### src/rtl/fir_eq_pkg.sv
// Shared types and sizing for the equaliser FIR coefficient path.
// Optional check-word support elsewhere is selected by the COEF_CHECKSUM_EN macro.
package fir_eq_pkg;

  localparam int NTAPS = 16;
  localparam int CW    = 16;

  // idx must be able to reach NTAPS, which is the index of the check word
  localparam int IDXW  = $clog2(NTAPS + 1);
  localparam int AW    = $clog2(NTAPS);

  typedef logic signed [CW-1:0] coef_t;
  typedef coef_t coef_arr_t [NTAPS];

  typedef enum logic [1:0] {
    IDLE,
    LOAD,
    COMMIT
  } ld_state_e;

endpackage

### src/rtl/fir_coef_bank.sv
// Shadow/active coefficient register pair.
// The shadow bank is filled one word at a time.
// The commit strobe copies the whole shadow bank into the active bank in a single edge.
module fir_coef_bank
  import fir_eq_pkg::*;
(
  input  logic          clk,
  input  logic          rst,
  input  logic          we,
  input  logic [AW-1:0] idx,
  input  coef_t         data,
  input  logic          commit,
  output coef_arr_t     coef
);

  coef_arr_t shadow;

  // Shadow bank: written one tap at a time while a load is in progress
  always_ff @(posedge clk or negedge rst) begin
    if (!rst) begin
      for (int i = 0; i < NTAPS; i++) shadow[i] <= '0;
    end else if (we) begin
      shadow[idx] <= data;
    end
  end

  // Active bank: copied from the shadow bank all at once, so the filter never sees a mixed set
  always_ff @(posedge clk or negedge rst) begin
    if (!rst) begin
      for (int i = 0; i < NTAPS; i++) coef[i] <= '0;
    end else if (commit) begin
      coef <= shadow;
    end
  end

endmodule

### src/rtl/fir_coef_loader.sv
// Writer side of the FIR coefficient interface.
// Takes a valid/ready coefficient stream (tap 0 first) into a shadow bank.
// Commits the full set atomically to the active coef bus.
// Define COEF_CHECKSUM_EN to expect a trailing check word (sum of taps, mod 2^CW).
module fir_coef_loader
  import fir_eq_pkg::*;
(
  input  logic          clk,
  input  logic          rst,
  input  logic          start,
  input  logic          s_valid,
  output logic          s_ready,
  input  logic [CW-1:0] s_data,
  input  logic          s_last,
  output coef_arr_t     coef,
  output logic          coef_upd,
  output logic          busy,
  output logic          err
);

`ifdef COEF_CHECKSUM_EN
  localparam int LAST_IDX = NTAPS;
`else
  localparam int LAST_IDX = NTAPS - 1;
`endif

  ld_state_e       state_q, state_d;
  logic [IDXW-1:0] idx_q;
  logic            err_q;
  logic            coef_upd_q;
  logic            accept;
  logic            at_last;
  logic            check_ok;
  logic            frame_err;
  logic            bank_we;
  logic            bank_commit;
  logic            start_ok;

  assign accept   = s_valid & s_ready;
  assign at_last  = (idx_q == IDXW'(LAST_IDX));
  assign bank_we  = accept && (idx_q < IDXW'(NTAPS));
  assign start_ok = (state_q == IDLE) && start;

`ifdef COEF_CHECKSUM_EN
  logic [CW-1:0] sum_q;

  // Running sum of the coefficient beats, compared against the trailing check word
  always_ff @(posedge clk or negedge rst) begin
    if (!rst) begin
      sum_q <= '0;
    end else if (start_ok) begin
      sum_q <= '0;
    end else if (bank_we) begin
      sum_q <= sum_q + s_data;
    end
  end

  assign check_ok = !at_last || (s_data == sum_q);
`else
  assign check_ok = 1'b1;
`endif

  // Next-state and handshake decode; framing errors abort straight back to IDLE
  always_comb begin
    state_d     = state_q;
    s_ready     = 1'b0;
    bank_commit = 1'b0;
    frame_err   = 1'b0;
    case (state_q)
      IDLE: begin
        if (start) state_d = LOAD;
      end
      LOAD: begin
        s_ready = 1'b1;
        if (s_valid) begin
          if (at_last && s_last && check_ok) begin
            state_d = COMMIT;
          end else if (at_last || s_last) begin
            frame_err = 1'b1;
            state_d   = IDLE;
          end
        end
      end
      COMMIT: begin
        bank_commit = 1'b1;
        state_d     = IDLE;
      end
      default: state_d = IDLE;
    endcase
  end

  // State, beat index, sticky error and the post-commit update pulse
  always_ff @(posedge clk or negedge rst) begin
    if (!rst) begin
      state_q    <= IDLE;
      idx_q      <= '0;
      err_q      <= 1'b0;
      coef_upd_q <= 1'b0;
    end else begin
      state_q    <= state_d;
      coef_upd_q <= bank_commit;
      if (start_ok) begin
        idx_q <= '0;
        err_q <= 1'b0;
      end else begin
        if (accept)    idx_q <= idx_q + IDXW'(1);
        if (frame_err) err_q <= 1'b1;
      end
    end
  end

  assign busy     = (state_q != IDLE);
  assign err      = err_q;
  assign coef_upd = coef_upd_q;

  fir_coef_bank u_bank (
    .clk    (clk),
    .rst    (rst),
    .we     (bank_we),
    .idx    (idx_q[AW-1:0]),
    .data   (coef_t'(s_data)),
    .commit (bank_commit),
    .coef   (coef)
  );

endmodule

### config.mk
export PLATFORM = sky130hd
export DESIGN_NAME = fir_coef_loader
export DESIGN_NICKNAME = d
export VERILOG_FILES = /design/src/rtl/fir_eq_pkg.sv /design/src/rtl/fir_coef_bank.sv /design/src/rtl/fir_coef_loader.sv
export SDC_FILE = /design/constraint.sdc
export NUM_CORES = 1
export LEC_CHECK = 0
export CORE_ASPECT_RATIO = 1.5
export CORE_UTILIZATION = 45
export DETAILED_ROUTE_END_ITERATION = 8
export DONT_BUFFER_PORTS = 1
export PLACE_DENSITY_LB_ADDON = 0.1
export SLEW_MARGIN = 10
export SYNTH_ARGS = -nofsm -noshare
export SYNTH_HDL_FRONTEND = slang
export SYNTH_HIERARCHICAL = 1
export SYNTH_SLANG_ARGS = --single-unit
### constraint.sdc
create_clock -name clk -period 2.3 [get_ports clk]
set_clock_uncertainty 0.1 [all_clocks]
set_input_delay 0.23 -clock clk [delete_from_list [all_inputs] [get_ports clk]]
set_output_delay 0.23 -clock clk [all_outputs]
set_load 0.01 [all_outputs]
; After elaboration in Yosys (flattened, before gate mapping)
; Cells that the tools add are included.
[totals]
register_bits = 521
latchBits = 0
ram_bits = 0
romBits = 0
inputBits = 21
output_inout_bits = 260
wordCells = 76
n_memories = 0
[op_classes]
n_addsub = 1
mul = 0
n_div = 0
magnitude_cmp = 3
n_eq_ne = 6
n_shift = 0
n_mux = 18
bitwise_logic = 2
reduce_logical = 10
[op_table]
columns = op, count
row1 = 256-bit bitwise mux, 1
row2 = 16-bit demux with 4-bit select, 1
row3 = 16-bit 2-to-1 mux, 1
row4 = 5-bit 2-to-1 mux, 2
row5 = 1-bit 2-to-1 mux, 8
row6 = 2-bit 2-to-1 mux, 4
row7 = 2-bit nonzero test, 3
row8 = 5-bit by 1-bit adder with 5-bit output (second input constant), 1
row9 = 5-bit by 4-bit == test with 1-bit output (second input constant), 1
row10 = 5-bit greater-or-equal comparator (second input constant), 1
row11 = 5-bit by 1-bit < comparator with 1-bit output (second input constant), 1
row12 = 5-bit < comparator (second input constant), 1
row13 = 4-bit NOT with 5-bit output, 1
row14 = 1-bit logical AND, 4
row15 = 2-bit inequality test (second input constant), 2
row16 = 2-bit one-hot mux with 2 select lines, 1
row17 = 3-bit inequality test (second input constant), 1
row18 = 3-bit AND reduction, 1
row19 = 2-bit by 1-bit == test with 1-bit output (second input constant), 1
row20 = 2-bit == test (second input constant), 1
row21 = 2-bit logical NOT, 1
row22 = 1-bit bitwise AND, 1
row23 = 1-bit logical OR, 1

; Logic depth before layout (Yosys ltp)
; Gate-level depths: netlist of the first run.
[depth]
depth_word = 8
ltp_mapped = 8

; Hierarchy
; The synthesis of the first run kept the hierarchy.
[modules_own_cells]
columns = mod, n_inst, cells_per_inst, area_per_inst_um2, seq_area_each_um2
row1 = fir_coef_bank, 1, 1114, 19059.5, 12812.3
row2 = fir_coef_loader, 1, 51, 509.2, 225.2

; Least setup slack after synthesis of the first run
; OpenSTA, ideal clock, no wires.
[synth_timing]
path_type = reg2reg
startpoint = reg state_q[1]
endpoint = reg u_bank/shadow[197] (netlist name)
arrival_time_ps = 1974
t_required_ps = 2075
path_slack_ps = 101
stages_incl_launch_ff = 9
n_path_buf = 2
path_cell_list = dfrtp_1 nor2b_2 nand2_1 nor2_1 nor3b_2 and3_1 buf_2 buf_2 mux2_2
[synth_via]
elab_chain_len = 4
[synth_rtl]
columns = item, line_no
row1 = from (decl), fir_coef_loader.sv:27  ; ld_state_e state_q, state_d;
row2 = from (signal assigned), fir_coef_loader.sv:100  ; state_q <= state_d;
row3 = 2-bit by 1-bit == test with 1-bit output, fir_coef_loader.sv:69  ; case (state_q)
row4 = 1-bit 2-to-1 mux, fir_coef_loader.sv:69
row5 = net s_ready, fir_coef_loader.sv:12  ; output logic s_ready,
row6 = 1-bit bitwise AND, fir_coef_loader.sv:39  ; assign accept = s_valid & s_ready;
row7 = 1-bit logical AND, fir_coef_loader.sv:41  ; assign bank_we = accept && (idx_q < IDXW'(NTAPS));
row8 = net bank_we, fir_coef_loader.sv:35  ; logic bank_we;
row9 = "to (signal, indexed assignment)", fir_coef_bank.sv:23  ; shadow[idx] <= data;
row10 = to (decl), fir_coef_bank.sv:16  ; coef_arr_t shadow;
; The timed path passes the listed nets, and every way through them passes these cells.
; A chain may end at the register's enable or synchronous reset.

; Final worst setup path of the first run
[layout_timing]
startpoint = reg state_q[1]
endpoint = reg u_bank/shadow[194] (netlist name)
[layout_via]
elab_chain_len = 4
[layout_rtl]
columns = item, line_no
row1 = 2-bit by 1-bit == test with 1-bit output, fir_coef_loader.sv:69
row2 = 1-bit 2-to-1 mux, fir_coef_loader.sv:69
row3 = 1-bit bitwise AND, fir_coef_loader.sv:39
row4 = 1-bit logical AND, fir_coef_loader.sv:41
row5 = net bank_we, fir_coef_loader.sv:35
; The timed path passes the listed nets, and every way through them passes these cells.

==> reports/qor.txt, run 1 <==
STATUS
------------------------------------------------------------------------------
Status .......................................................... complete, but fails checks
Failing checks .................................................. negative hold slack

FINAL LAYOUT
------------------------------------------------------------------------------
Filler Cells Inserted ...........................................         3602
Final nets ......................................................         1229
Post-Route Utilization ..........................................        0.519
Area of the multi-input gates ...................................   6170 sq um
Fraction of layout instances using a drive strength above 1 .....        0.516
FF+latch area ...................................................  13000 sq um
Layout Area Growth over Synthesis ...............................        13.8%

JOB
------------------------------------------------------------------------------
Max-capacitance violation count .................................            0

CTS
------------------------------------------------------------------------------
Clock Sink Count ................................................          521
# resized after CTS .............................................            0
H-tree depth ....................................................            2
CTS tree ........................................................         done
Number of CTS-inserted buffers ..................................           49
Clock Pin Slew Worst Setup and Hold Paths .......................      0.06 ns
Post-CTS repair timing setup buffer count .......................            0
Maximum root-to-sink buffer count ...............................            3
Clock insertion delay at the later pin of the skew report .......      0.57 ns
Hold bufs inserted after CTS ....................................           20
Clock Tree Root ................................................. sky130_fd_sc_hd__clkbuf_16

DIE
------------------------------------------------------------------------------
Boundary Pins ...................................................          281
Placeable Area ..................................................  42900 sq um
Height of the die ...............................................       257 um
Initial Utilization .............................................        0.456
Number of placement rows ........................................           93
Horizontal die dimension ........................................       172 um
Die area ........................................................  44300 sq um

TIMING
------------------------------------------------------------------------------
Pins over their slew limit ......................................            0
Worst-case hold slack ...........................................    -0.738 ns
Hold Fails Final Rpt ............................................          521
Worst-Margin Slew ...............................................      1.10 ns
Summed negative setup slack over all endpoints ..................         0 ns
Final critical delay including setup and external delays ........      2.16 ns
Number of setup violations in the final report ..................            0
Worst relative slew slack .......................................        0.267
Crit share post-route ...........................................        0.938
Highest clock frequency the design can meet .....................    0.464 GHz
Unrepaired setup endpoints after global routing .................        false

ROUTE
------------------------------------------------------------------------------
Routed wire length ..............................................     42800 um
Routed length per instance ......................................      23.6 um
Count of nets left with antenna violations after detail routing .            0
First drt pass iteration count ..................................            4
Count of vias placed by the detailed router .....................         9631
Avg Vias per Cell ...............................................         5.30
Post-route DRC violation count ..................................            0
Number of DRC markers in iteration 0 ............................          423

SYNTH
------------------------------------------------------------------------------
Fraction of the yosys area taken by sequential cells ............        0.666
Leading cell type by number of instances after synthesis ........ sky130_fd_sc_hd__dfrtp_1
Avg Cell Area, Syn ..............................................   16.8 sq um
Library cell with the largest summed area after synthesis ....... sky130_fd_sc_hd__dfrtp_1
Top cells by instance count after synthesis ..................... sky130_fd_sc_hd__dfrtp_1 (521), sky130_fd_sc_hd__mux2_2 (509), sky130_fd_sc_hd__clkbuf_1 (31), sky130_fd_sc_hd__buf_2 (29), sky130_fd_sc_hd__nor2_2 (8)
Share of the synthesized area in the top cell type ..............        0.666
Most used flip-flop cell after synthesis ........................ sky130_fd_sc_hd__dfrtp_1
Post-synth net total ............................................         1190
Cells taking the most area after synthesis ...................... sky130_fd_sc_hd__dfrtp_1 (67%), sky130_fd_sc_hd__mux2_2 (29%), sky130_fd_sc_hd__buf_2 (0.74%)
Area of the mapped netlist ......................................  19600 sq um
Gate Count Post-Synth ...........................................         1165
Flop and latch count out of synthesis ...........................          521
Share of flip-flops with an asynchronous set or reset ...........         1.00
Number of enable flip-flop cells after synthesis ................            0
Number of warnings reported in the yosys synthesis log ..........            6
Number of different library cells in the post-synthesis netlist .           34

GRT
------------------------------------------------------------------------------
Initial antenna violation count .................................            4
Global-route total usage across every layer .....................        0.196
Overflow after GRT ..............................................            0
Global-route wire length before repair ..........................     64900 um
Largest net degree at the start of global routing ...............          522
Vias in the first global route ..................................        10200

SETUP PATH
------------------------------------------------------------------------------
Critical Path AT ................................................      2.49 ns
Master of the slowest instance on the critical path ............. sky130_fd_sc_hd__dfrtp_1
Delay contributed by the slowest stage of the critical path .....      0.40 ns
Register-to-Register Path Depth .................................            7
Required time reported for the critical path endpoint ...........      2.64 ns
Critical path start-end classification ..........................      reg2reg
Reg-to-reg slack, setup .........................................      0.14 ns
Kind of end point of the critical path ..........................     register
End of the worst register-to-register path ...................... u_bank/shadow[194]
Crit path launch type ...........................................     register
Reg-to-Reg Start ................................................   state_q[1]
Ordered list of cells on the worst path ......................... nor2b_2, nand2_1, nor2_1, nor3b_2, and3_1, buf_12, mux2_2
Crit-path max FO ................................................           16

HOLD PATH
------------------------------------------------------------------------------
Worst hold path class ...........................................     in2async

PWR
------------------------------------------------------------------------------
Worst supply voltage drop on vdd ................................       568 uV
Power density over the cells ....................................  965 nW/um^2
Leakage power ...................................................      11.0 nW

PLACED DESIGN
------------------------------------------------------------------------------
Gp weighted congestion ..........................................        0.727
Count of buffers from port buffering ............................            0
Hpwl dp .........................................................     26300 um

==> kinds of logic (layout without fill, tap and decap cells) <==
group                      Yosys count  in the layout  synth area share
buffers and inverters               73            152            0.0187
and+or+nand+nor                     43             43            0.0135
AOI/OAI and AO/OA                   11             11           0.00384
adders and majority gates            4              4           0.00256
DFF                                521            521             0.666
muxes                              513            513             0.295
other                                0              3                 0
==> worst max-delay path by stage <==
stage / startpoint / end / slack (ns) / cells past startpoint
after global routing: state_q[1] / u_bank/shadow[207] / 0.003 / 7
final: state_q[1] / u_bank/shadow[194] / 0.14 / 7
after global placement: state_q[1] / u_bank/shadow[201] / 0.24 / 7
after CTS: state_q[1] / u_bank/shadow[207] / 0.14 / 7
after floorplan: state_q[1] / u_bank/shadow[197] / 0.10 / 8
after detailed placement: state_q[1] / u_bank/shadow[204] / 0.16 / 7
==> cell usage in the layout, fill, tap and decap left out, types with 5 or more instances in the layout <==
| cell | n |
|---|---|
| sky130_fd_sc_hd__buf_12 | 17 |
| sky130_fd_sc_hd__clkbuf_1 | 9 |
| sky130_fd_sc_hd__dlygate4sd3_1 | 19 |
| sky130_fd_sc_hd__clkinv_2 | 13 |
| sky130_fd_sc_hd__nand2_1 | 6 |
| sky130_fd_sc_hd__dfrtp_1 | 521 |
| sky130_fd_sc_hd__clkbuf_16 | 50 |
| sky130_fd_sc_hd__mux2_2 | 509 |
| sky130_fd_sc_hd__clkbuf_8 | 14 |
| sky130_fd_sc_hd__nor2_2 | 9 |
| sky130_fd_sc_hd__inv_1 | 5 |
| sky130_fd_sc_hd__buf_4 | 20 |
==> power breakdown <==
part	switching, mW	total, mW	internal [mW]
combinational	0.648	1.94	1.29
sequential	0.758	11.4	10.7
clock	3.45	8.12	4.67
==> critical path: cells and delay by family, from the launching register on <==
kind	cells	cell delay (ns)
multiplexers	1	0.34
flip-flops	1	0.40
buffers and inverters	1	0.17
AND/OR/NAND/NOR	5	1.03
==> layer usage <==
| layer | vias to the layer above | GRT usage | share of wire |
|---|---|---|---|
| met1 | 5174 | 0.238 | 0.39 |
| met2 | 224 | 0.331 | 0.50 |
| met3 | 55 | 0.0674 | 0.085 |
| li1 | 4178 | - | - |
| met5 | - | 0 | 0 |
| met4 | 0 | 0.0504 | 0.019 |
==> sequential cells by signal, summed over array words and instances, names as in the netlist <==
name and flops:
u_bank/shadow 256, err 1, state_q 2, u_bank/coef 256, coef_upd 1, idx_q 5
==> metrics by stage <==
stage	cell area (sq um)	setup WS (ns)	power, mW	hold slack (ns)	instances
2_1_floorplan	19600	0.101	13.0	-0.166	1165
3_3_place_gp	20400	0.242	13.3	-0.150	1703
3_5_place_dp	20400	0.159	13.4	-0.151	1703
4_1_cts	22300	0.136	21.8	-0.767	1814
5_1_grt	22300	0.00347	22.5	-0.775	1817
6_report	22300	0.143	21.5	-0.738	1817
==> area by class of cell <==
type / count / area share
tap: 570 / 0.0320
multi-input combinational: 571 / 0.277
sequential: 521 / 0.585
clock inverter: 18 / 0.00708
antenna: 3 / 0.000337
timing repair buffer: 56 / 0.0306
clock buffer: 73 / 0.0664
inverter: 5 / 0.000843
(Power assumes the default switching activity.)
==> run 2, diff against run 1 <==
--- a/config.mk
+++ b/config.mk
@@ -6,7 +6,7 @@
 export NUM_CORES = 1
 export LEC_CHECK = 0
 export CORE_ASPECT_RATIO = 1.5
-export CORE_UTILIZATION = 45
+export CORE_UTILIZATION = 63
 export DETAILED_ROUTE_END_ITERATION = 8
 export DONT_BUFFER_PORTS = 1
 export PLACE_DENSITY_LB_ADDON = 0.1
==> reports/qor.txt, run 2 (synthesis gave the netlist of run 1 again) <==
STATUS
------------------------------------------------------------------------------
Status .......................................................... complete, but fails checks
Failing checks .................................................. negative hold slack

GRT
------------------------------------------------------------------------------
Overflow after GRT ..............................................            0
Global-route wire length before repair ..........................     62200 um
Largest net degree at the start of global routing ...............          522
Vias in the first global route ..................................        10100
Initial antenna violation count .................................            3
Global-route total usage across every layer .....................        0.258

TIMING
------------------------------------------------------------------------------
Number of setup violations in the final report ..................            0
Crit share post-route ...........................................        0.952
Worst relative slew slack .......................................       0.0106
Unrepaired setup endpoints after global routing .................        false
Highest clock frequency the design can meet .....................    0.457 GHz
Summed negative setup slack over all endpoints ..................         0 ns
Worst-Margin Slew ...............................................      1.48 ns
Hold Fails Final Rpt ............................................          521
Pins over their slew limit ......................................            0
Final critical delay including setup and external delays ........      2.19 ns
Worst-case hold slack ...........................................    -0.720 ns
Final Worst Setup Slack .........................................     0.110 ns

PWR
------------------------------------------------------------------------------
Worst supply voltage drop on vdd ................................       793 uV
Total chip power ................................................      21.5 mW
Leakage power ...................................................      10.9 nW
Power density over the cells ....................................  977 nW/um^2

CTS
------------------------------------------------------------------------------
H-tree depth ....................................................            2
Clock Pin Slew Worst Setup and Hold Paths .......................      0.07 ns
Maximum root-to-sink buffer count ...............................            3
CTS tree ........................................................         done
Clock insertion delay at the later pin of the skew report .......      0.55 ns
Post-CTS repair timing setup buffer count .......................            0
Number of CTS-inserted buffers ..................................           45
Hold bufs inserted after CTS ....................................           19
Clock Tree Root ................................................. sky130_fd_sc_hd__clkbuf_16
Clock Sink Count ................................................          521
# resized after CTS .............................................            0

ROUTE
------------------------------------------------------------------------------
Count of vias placed by the detailed router .....................         9596
Post-route DRC violation count ..................................            0
First drt pass iteration count ..................................            4
Number of DRC markers in iteration 0 ............................          444
Count of nets left with antenna violations after detail routing .            0
Routed wire length ..............................................     39700 um
Avg Vias per Cell ...............................................         5.87
Routed length per instance ......................................      24.3 um

SETUP PATH
------------------------------------------------------------------------------
Delay contributed by the slowest stage of the critical path .....      0.40 ns
Reg-to-Reg Start ................................................   state_q[1]
Crit path launch type ...........................................     register
Critical Path AT ................................................      2.52 ns
Critical path start-end classification ..........................      reg2reg
Ordered list of cells on the worst path ......................... nor2b_2, nand2_1, nor2_1, nor3b_2, and3_1, buf_12, mux2_2
Crit-path max FO ................................................           16
Reg-to-reg slack, setup .........................................      0.11 ns
Master of the slowest instance on the critical path ............. sky130_fd_sc_hd__dfrtp_1
Required time reported for the critical path endpoint ...........      2.63 ns
Critical path origin ............................................   state_q[1]
Kind of end point of the critical path ..........................     register

DIE
------------------------------------------------------------------------------
Die area ........................................................  31800 sq um
Number of placement rows ........................................           78
Boundary Pins ...................................................          281
Initial Utilization .............................................        0.643
Height of the die ...............................................       218 um
Placeable Area ..................................................  30400 sq um
Horizontal die dimension ........................................       146 um

HOLD PATH
------------------------------------------------------------------------------
Worst hold path class ...........................................     in2async

JOB
------------------------------------------------------------------------------
Max-capacitance violation count .................................            0

PLACED DESIGN
------------------------------------------------------------------------------
Minimum setup slack after placement .............................     0.172 ns
Count of buffers from port buffering ............................            0
Gp weighted congestion ..........................................        0.738
Hpwl dp .........................................................     24000 um

FINAL LAYOUT
------------------------------------------------------------------------------
Area of the multi-input gates ...................................   6170 sq um
Final nets ......................................................         1222
Largest registers ............................................... u_bank/coef (256), u_bank/shadow (256), idx_q (5)
Filler Cells Inserted ...........................................         1941
Post-Route Utilization ..........................................        0.721
FF+latch area ...................................................  13000 sq um
Leading cell type in the layout, fill and taps excluded ......... sky130_fd_sc_hd__dfrtp_1
Most frequent cells in the layout ............................... sky130_fd_sc_hd__dfrtp_1 (521), sky130_fd_sc_hd__mux2_2 (509), sky130_fd_sc_hd__clkbuf_16 (47)
Fraction of layout instances using a drive strength above 1 .....        0.509
Layout Area Growth over Synthesis ...............................        12.2%

run 2: cell count changes in the layout (fill, tap and decap cells not counted):
cell                         before  now
sky130_fd_sc_hd__clkinv_8         1    0
sky130_fd_sc_hd__clkbuf_1         9   13
sky130_fd_sc_hd__clkinv_4         1    0
sky130_fd_sc_hd__clkbuf_16       50   47
sky130_fd_sc_hd__buf_12          17   14
sky130_fd_sc_hd__inv_6            0    1
sky130_fd_sc_hd__diode_2          3    2
sky130_fd_sc_hd__clkbuf_8        14   11
sky130_fd_sc_hd__bufinv_16        2    6
sky130_fd_sc_hd__clkinvlp_4       1    2
sky130_fd_sc_hd__clkinv_2        13    3
run 2: cell type report:
type                    instances  area share
clock buffers                  71      0.0627
inverters                       5    0.000855
well taps                     400      0.0228
flip-flops and latches        521       0.594
clock inverters                12     0.00997
diodes                          2    0.000228
multi-input cells             571       0.281
repair buffers                 53      0.0283
run 2: per-layer routing:
metal  up-vias  wire, um  global-route usage
met5         -         0                   0
met4         0       773              0.0698
met3        53      3110              0.0862
met2       240     19300               0.412
met1      5164     16600               0.340
li1       4139         -                   -
run 2: path summary, 6_finish.rpt:
path,cells after the start,end
min reg2reg,1,u_bank/coef[69]
min in group clk,3,idx_q[0]
max reg2reg,7,u_bank/shadow[203]
max,7,u_bank/shadow[203]
min,0,u_bank/coef[93]
max in group asynchronous,0,u_bank/shadow[131]
run 2: per-stage QoR:
step,area [sq um],cells
5_1_grt,21900,1634
4_1_cts,21900,1633
6_report,22000,1635
3_3_place_gp,20200,1531
3_5_place_dp,20200,1531
2_1_floorplan,19600,1165
run 2: critical path: cells and delay by family (launching register included):
family | cells | cell delay (ns)
flip-flops | 1 | 0.40
multiplexers | 1 | 0.35
buffers and inverters | 1 | 0.18
AND/OR/NAND/NOR | 5 | 1.04
run 2: power by group:
part	internal [mW]	switching [mW]	leakage, nW
Combinational	1.29	0.661	3.09
Sequential	10.7	0.800	7.08
Clock	4.79	3.24	0.775
Total	16.8	4.70	10.9
